==> src/rtl/pong_pkg.sv <==
// Shared types and constants for the Pong game blocks.
package pong_pkg;

  localparam int SCORE_W  = 4;
  localparam int SCREEN_W = 640;
  localparam int SCREEN_H = 480;

  typedef enum logic [2:0] {
    IDLE,
    SERVE,
    PLAY,
    POINT,
    GAME_OVER
  } state_t;

  typedef struct packed {
    logic [SCORE_W-1:0] p1;
    logic [SCORE_W-1:0] p2;
  } score_t;

endpackage

==> src/rtl/pong_btn_edge.sv <==
// Two-flop synchroniser for an active-low button plus a one-cycle press pulse.
module pong_btn_edge (
  input  logic clk_50,
  input  logic reset,
  input  logic btn_n,
  output logic press_pulse
);

  logic [1:0] sync_q;
  logic       prev_q;

  always_ff @(posedge clk_50 or posedge reset) begin
    if (reset) begin
      sync_q <= 2'b11;
      prev_q <= 1'b1;
    end else begin
      sync_q <= {sync_q[0], btn_n};
      prev_q <= sync_q[1];
    end
  end

  // High for the single cycle after the synchronised level falls.
  assign press_pulse = prev_q & ~sync_q[1];

endmodule

==> src/rtl/pong_game_ctrl.sv <==
// Match sequencer: idle, serve delay, live play, scoring and game over.
module pong_game_ctrl
  import pong_pkg::*;
#(
  parameter int SERVE_FRAMES = 60,
  parameter int WIN_SCORE    = 7,
  parameter int GOAL_LEFT_X  = 2,
  parameter int GOAL_RIGHT_X = 633
) (
  input  logic               clk_50,
  input  logic               reset,
  input  logic               frame_tick,
  input  logic [9:0]         ball_x,
  input  logic               start_btn_n,
  output logic               ball_hold,
  output logic               ball_run,
  output logic               serve_dir,
  output logic [SCORE_W-1:0] score_p1,
  output logic [SCORE_W-1:0] score_p2,
  output logic               point_pulse,
  output logic               game_over,
  output logic               winner
);

  localparam int                 CNT_W   = $clog2(SERVE_FRAMES + 1);
  localparam logic [CNT_W-1:0]   CNT_END = CNT_W'(SERVE_FRAMES - 1);
  localparam logic [9:0]         GOAL_L  = 10'(GOAL_LEFT_X);
  localparam logic [9:0]         GOAL_R  = 10'(GOAL_RIGHT_X);
  localparam logic [SCORE_W-1:0] WIN     = SCORE_W'(WIN_SCORE);

  state_t           state_q, state_d;
  score_t           score_q, score_d;
  logic [CNT_W-1:0] cnt_q, cnt_d;
  logic             dir_q, dir_d;
  logic             winner_q, winner_d;
  logic             run_q, hold_q, pulse_q, over_q;
  logic             start_pulse;
  logic [SCORE_W-1:0] scorer_score;

  pong_btn_edge u_start (
    .clk_50      (clk_50),
    .reset       (reset),
    .btn_n       (start_btn_n),
    .press_pulse (start_pulse)
  );

  // serve_dir points at whoever conceded, so dir=1 means P1 just scored.
  assign scorer_score = dir_q ? score_q.p1 : score_q.p2;

  always_comb begin
    state_d  = state_q;
    score_d  = score_q;
    cnt_d    = cnt_q;
    dir_d    = dir_q;
    winner_d = winner_q;
    case (state_q)
      IDLE: begin
        if (start_pulse) begin
          score_d = '0;
          dir_d   = 1'b1;
          cnt_d   = '0;
          state_d = SERVE;
        end
      end
      SERVE: begin
        if (frame_tick) begin
          cnt_d = cnt_q + CNT_W'(1);
          if (cnt_q == CNT_END) state_d = PLAY;
        end
      end
      PLAY: begin
        if (frame_tick) begin
          if (ball_x <= GOAL_L) begin
            score_d.p2 = score_q.p2 + SCORE_W'(1);
            dir_d      = 1'b0;
            state_d    = POINT;
          end else if (ball_x >= GOAL_R) begin
            score_d.p1 = score_q.p1 + SCORE_W'(1);
            dir_d      = 1'b1;
            state_d    = POINT;
          end
        end
      end
      POINT: begin
        if (scorer_score == WIN) begin
          winner_d = ~dir_q;
          state_d  = GAME_OVER;
        end else begin
          cnt_d   = '0;
          state_d = SERVE;
        end
      end
      GAME_OVER: begin
        if (start_pulse) begin
          score_d = '0;
          dir_d   = ~winner_q;
          cnt_d   = '0;
          state_d = SERVE;
        end
      end
      default: state_d = IDLE;
    endcase
  end

  always_ff @(posedge clk_50 or posedge reset) begin
    if (reset) begin
      state_q  <= IDLE;
      score_q  <= '0;
      cnt_q    <= '0;
      dir_q    <= 1'b0;
      winner_q <= 1'b0;
      run_q    <= 1'b0;
      hold_q   <= 1'b1;
      pulse_q  <= 1'b0;
      over_q   <= 1'b0;
    end else begin
      state_q  <= state_d;
      score_q  <= score_d;
      cnt_q    <= cnt_d;
      dir_q    <= dir_d;
      winner_q <= winner_d;
      run_q    <= (state_d == PLAY);
      hold_q   <= (state_d != PLAY);
      pulse_q  <= (state_d == POINT);
      over_q   <= (state_d == GAME_OVER);
    end
  end

  assign ball_hold   = hold_q;
  assign ball_run    = run_q;
  assign serve_dir   = dir_q;
  assign score_p1    = score_q.p1;
  assign score_p2    = score_q.p2;
  assign point_pulse = pulse_q;
  assign game_over   = over_q;
  assign winner      = winner_q;

endmodule

==> config.mk <==
export PLATFORM = sky130hd
export DESIGN_NAME = pong_game_ctrl
export DESIGN_NICKNAME = d
export VERILOG_FILES = /design/src/rtl/pong_pkg.sv /design/src/rtl/pong_btn_edge.sv /design/src/rtl/pong_game_ctrl.sv
export SDC_FILE = /design/constraint.sdc
export NUM_CORES = 1
export LEC_CHECK = 0
export BUFFER_PORTS_ARGS = -buffer_cell sky130_fd_sc_hd__buf_2
export CAP_MARGIN = 0
export CORE_MARGIN = 5
export CORE_UTILIZATION = 48
export DETAILED_ROUTE_END_ITERATION = 8
export PLACE_DENSITY = 0.77
export SETUP_SLACK_MARGIN = 0.05
export SYNTH_ARGS = -nofsm -noshare
export SYNTH_HDL_FRONTEND = slang
export SYNTH_SLANG_ARGS = --single-unit
==> constraint.sdc <==
create_clock -name clk_50 -period 1.5 [get_ports clk_50]
set_input_delay 0 -clock clk_50 [delete_from_list [all_inputs] [get_ports clk_50]]
set_output_delay 0 -clock clk_50 [all_outputs]
set_load 0.005 [all_outputs]
### After elaboration in Yosys (flattened, before gate mapping)

Cells that the tools add are included.

* register bits: 26
* bits of input ports: 14
* output and inout port bits: 14
* word-level logic and storage cells: 76

* $add $sub $neg: 3
* order comparisons: 2
* equality and inequality tests: 20
* muxes and demuxes: 25
* bitwise operators: 4
* reduce and logical (&&, ||, !) cells: 10

Operators by type and width (count)
* $mux 3: 7
* $mux 6: 3
* $pmux 6 s3: 1
* $mux 4: 4
* $mux 8: 2
* $ne 2x2->1 const B: 8
* $pmux 8 s2: 1
* $eq 3x2->1 const B: 4
* $pmux 3 s4: 1
* $ge 10x10->1 const B: 1
* $le 10x2->1 const B: 1
* $reduce_and 5->1: 2
* $add 4x1->4 const B: 2
* $reduce_and 4->1: 2
* $add 6x1->6 const B: 1
* $eq 3x3->1 const B: 2
* $eq 6x6->1 const B: 1
* $reduce_bool 3->1: 2
* $mux 1: 5
* $eq 4x3->1 const B: 1
* $eq 3x1->1 const B: 1
* $logic_not 3->1: 1
* $ne 3x2->1 const B: 1
* $ne 3x3->1 const B: 1
* 7 further kinds: 9

### Logic depth before layout (Yosys ltp)

* depth in word-level cells: 6
* mapped depth: 5
* depth with buffers taken out: 5

### By module

From an unflattened synthesis, not the netlist that was laid out.

* cells, all modules: 133
* area, all modules: 1302.5 um2

Modules (own cells, without submodules)
* pong_game_ctrl: instances 1, cells an instance 128, area an instance 1206.2 um2, sequential area each 576.8 um2
* pong_btn_edge: instances 1, cells an instance 5, area an instance 96.3 um2, sequential area each 78.8 um2

### Worst setup path after synthesis

OpenSTA, ideal clock, no wires.

* path kind: reg-to-reg
* from: register u_start.prev_q
* to: register score_q (netlist bit score_p2[3])
* setup time: 0.077 ns
* arrival time: 1.560 ns
* required time: 1.423 ns
* slack: -0.138 ns
* cell stages (with the launch flop): 5
* period minus slack after synthesis: 1.638 ns
* cell sequence: dfstp_2 nor4b_4 o2111ai_4 or3_1 a21oi_1

* cells in the longest elaborated chain, start to end: 3

RTL lines
* start, declared: RTL line pong_btn_edge.sv:10 `logic prev_q;`
* start signal, assigned: RTL line pong_btn_edge.sv:18 `prev_q <= sync_q[1];`
* $and 1x1->1: RTL line pong_btn_edge.sv:23 `assign press_pulse = prev_q & ~sync_q[1];`
* $ne 2x1->1 (no source line)
* $reduce_and 4->1 (no source line)
* end signal, assigned: RTL line pong_game_ctrl.sv:118 `score_q <= score_d;`
* end, declared: RTL line pong_game_ctrl.sv:32 `score_t score_q, score_d;`

No other way between the ends.
A chain may end at the register's enable or synchronous reset.

### Worst setup path in the final report

* from: register state_q[0]
* to: register score_q (netlist bit score_p2[2])

* cells in the longest elaborated chain, start to end: 4
* elaborated cells on any way between the ends: 10
* classes of those cells: eq/ne: 5; mux: 1; reduce/logical: 4

RTL lines
* start, declared: RTL line pong_game_ctrl.sv:31 `state_t state_q, state_d;`
* start signal, assigned: RTL line pong_game_ctrl.sv:117 `state_q <= state_d;`
* $eq 3x3->1 / $logic_not 3->1 (equally long branches): RTL line pong_game_ctrl.sv:56 `case (state_q)`
* $reduce_or 2->1 (no source line)
* $ne 2x1->1 (no source line) / $reduce_bool 2->1 (equally long branches)
* $reduce_and 4->1 (no source line)

Several ways; a longest one is shown, not always the timed one.

==> impl_metrics.json <==
{
  "worst-setup-path-type": "register to register",
  "multi_input_area_um2": 744,
  "grt_max_degree": 27,
  "vias": 1364,
  "synth_area_leader_cell": "dfrtp_1",
  "clkLatencyLatePin_ps": 340,
  "syn_to_final_growth_pct": 55.5,
  "drt_iter0_drc": 48,
  "fin_ws_ps": -133,
  "postRouteWirelength_um": 3760,
  "finalNonFillerCells": 243,
  "min_to": "score_p2[1]",
  "use_met1_pct": 23.1,
  "cp.required_ps": 1780,
  "viasPerCell": 5.61,
  "clock-sinks": 26,
  "synth_cells": 132,
  "diodes": 0,
  "synth_cell_types": 37,
  "die_width_um": 62.5,
  "root_buffer": "clkbuf_4",
  "layout_commonest_cell": "buf_4",
  "dp_slack_ps": -164,
  "ant_nets": 0,
  "syn_avg_cell_area_um2": 10.0,
  "rr_worst_depth": 5,
  "ff2ff_setup_slack_ps": -130,
  "startpoint_type": "register",
  "worstPathArrival_ps": 1910,
  "whs_ps": 121,
  "clock.fmax_mhz": 613,
  "firstDrtPassIters": 4,
  "rsz0062_at_grt": "true",
  "die_h_um": 62.5,
  "finalClockSkew_ps": 12.3,
  "std_cell_rows": 19,
  "netlist_area_um2": 1320,
  "synth_mux_area_share_pct": 2.27,
  "ys_seq_elements": 26,
  "worstMarginPinSlew_ps": 451,
  "synth_nets": 149,
  "report.final.slew_viol_count": 0,
  "start_util_pct": 49.2,
  "hold_violations": 0,
  "port_buffers": 27,
  "seq_area_um2": 658,
  "violations": "negative setup slack",
  "grt_use_met3_pct": 2.88,
  "antenna_found_initial": 0,
  "r2r_end": "score_p2[2]",
  "numPlacedInstances": 225,
  "die_area_um2": 3900,
  "grt_busiest_layer": "met2",
  "dp.final_hpwl_um": 2550,
  "relSlewSlack_pct": 69.8,
  "io_pins": 28,
  "final_nets": 230,
  "clk_path_buf_depth": 2,
  "yosys.area_share.xor_xnor_pct": 0,
  "overflow": 0,
  "synth-edff-count": 0,
  "place_area_um2": 1780,
  "drv_cap": 0,
  "pwr_density_cell_nw_per_um2": 1060,
  "place.gp.congestion": 0.894,
  "grt_pass1_vias": 1393,
  "n_fill_cell": 183,
  "final_area_um2": 2050,
  "synthSimpleGateAreaFrac_pct": 25.2,
  "min_path_type": "input port to register",
  "crit_path_end_kind": "register",
  "layout_min_cycle_time_ps": 1630,
  "synth_flop_cell": "dfrtp_1",
  "critPathMaxFanout": 5,
  "gr-usage-all-layers_pct": 18.9,
  "worstHoldStart": "ball_x[3]",
  "leakage_nw": 1.01,
  "h-tree-depth": 1,
  "ys_seq_area_share_pct": 49.6,
  "yosys-top-cells-area": "dfrtp_1 42%, dfstp_2 8.0%, nor2_1 3.4%",
  "synth_adder_area_share_pct": 2.84,
  "synth_compound_area_share_pct": 17.8,
  "cts_tree": "done",
  "post-route-period-util_pct": 109,
  "holdPathStages": 5,
  "drc": 0,
  "grt_pass1_wl_um": 6130,
  "globalRouteMet2Util_pct": 33.7,
  "final_layout_size_suffix_gt1_share_pct": 52.4,
  "mostFrequentLayoutCells": "38 x buf_4, 27 x buf_2, 20 x dfrtp_1",
  "ys.warnings.count": 0,
  "max-vdd-ir-drop_mv": 1.19,
  "rr_startpoint": "state_q[0]",
  "synth_top_family_by_area": "simple AND/OR/NAND/NOR gates",
  "core_um2": 2690,
  "clk_pin_slew_ps": 150,
  "status": "finished with violations",
  "yosys.area.top_type_share_pct": 41.7,
  "setup_viol": 15,
  "ys_async_sr_fraction_pct": 100,
  "wire_per_inst_um": 15.5,
  "numCtsBuffers": 3
}
-- worst max-delay path by stage --
stage,start,endpoint,slack [ps],depth (start not counted)
after floorplan,u_start.prev_q,score_p2[3],-110,4
final,state_q[0],score_p2[2],-130,5
after detailed placement,score_p1[2],cnt_q[2],-160,5
after CTS,state_q[0],score_p2[2],-90,4
after global placement,state_q[1],score_p2[2],-110,4
after global routing,state_q[0],score_p2[3],-210,6
-- critical path: stages, from the launching register on --
cell       delay [ps]
dfrtp_2           480
nor4b_4           250
buf_4             180
o2111ai_4         140
or3_1             370
a21oi_2           150
-- kinds of logic after synthesis --
group / count (synthesis)
muxes: 3
buffers and inverters: 8
and+or+nand+nor: 59
DFF: 26
adders and majority gates: 3
AOI/OAI and AO/OA: 33
-- metal layers --
metal	share of wire, %	routed length [um]
met2	52	1950
met1	40	1520
met3	4.9	184
met5	0	0
met4	2.9	110
-- synth_stat cells (all sizes together) (2+ instances only) --
library cell  count
ha                3
o31ai             3
and3              2
mux2i             3
a31oi             5
nor3              3
nor3b             3
o21ai             7
or2               3
clkbuf            2
inv               6
nor2b             2
nand2b            3
a32o              2
a21oi             7
and2              3
or3               3
nor2             12
nand2            10
o211ai            2
dfstp             4
dfrtp            22
nand3             8
-- sequential cells by signal, summed over array words and instances (netlist names) --
name            cells
cnt_q               6
score_p1            4
score_p2            4
state_q             3
u_start.sync_q      2
ball_hold           1
ball_run            1
game_over           1
point_pulse         1
serve_dir           1
u_start.prev_q      1
winner              1
-- layout make-up --
type	instances	area share, %
flip-flops and latches	26	32.0
well taps	31	1.89
repair buffers	78	27.5
inverters	6	1.10
multi-input cells	98	36.2
clock buffers	4	1.28
-- through the flow --
stage / utilization [%] / total power [mW] / setup TNS, ps
2_1_floorplan: - / 1.35 / -532
3_3_place_gp: 66.2 / 1.72 / -816
3_5_place_dp: 66.2 / 1.76 / -1590
4_1_cts: 72.8 / 2.13 / -372
5_1_grt: 76.5 / 2.34 / -2030
6_report: 76.5 / 2.18 / -924
-- repair_timing --
action	in CTS	in global routing
pin swaps	5	10
endpoints found under the hold margin	27	0
buffers inserted	11	1
hold buffers	2	0
gates cloned	0	0
endpoints found under the setup margin	18	19
resized for setup	13	23
-- power breakdown --
part	switching [mW]	internal, mW
Sequential	0.107	0.840
Clock	0.217	0.105
Combinational	0.432	0.483
Note: power is estimated with default switching activity, not from simulation.
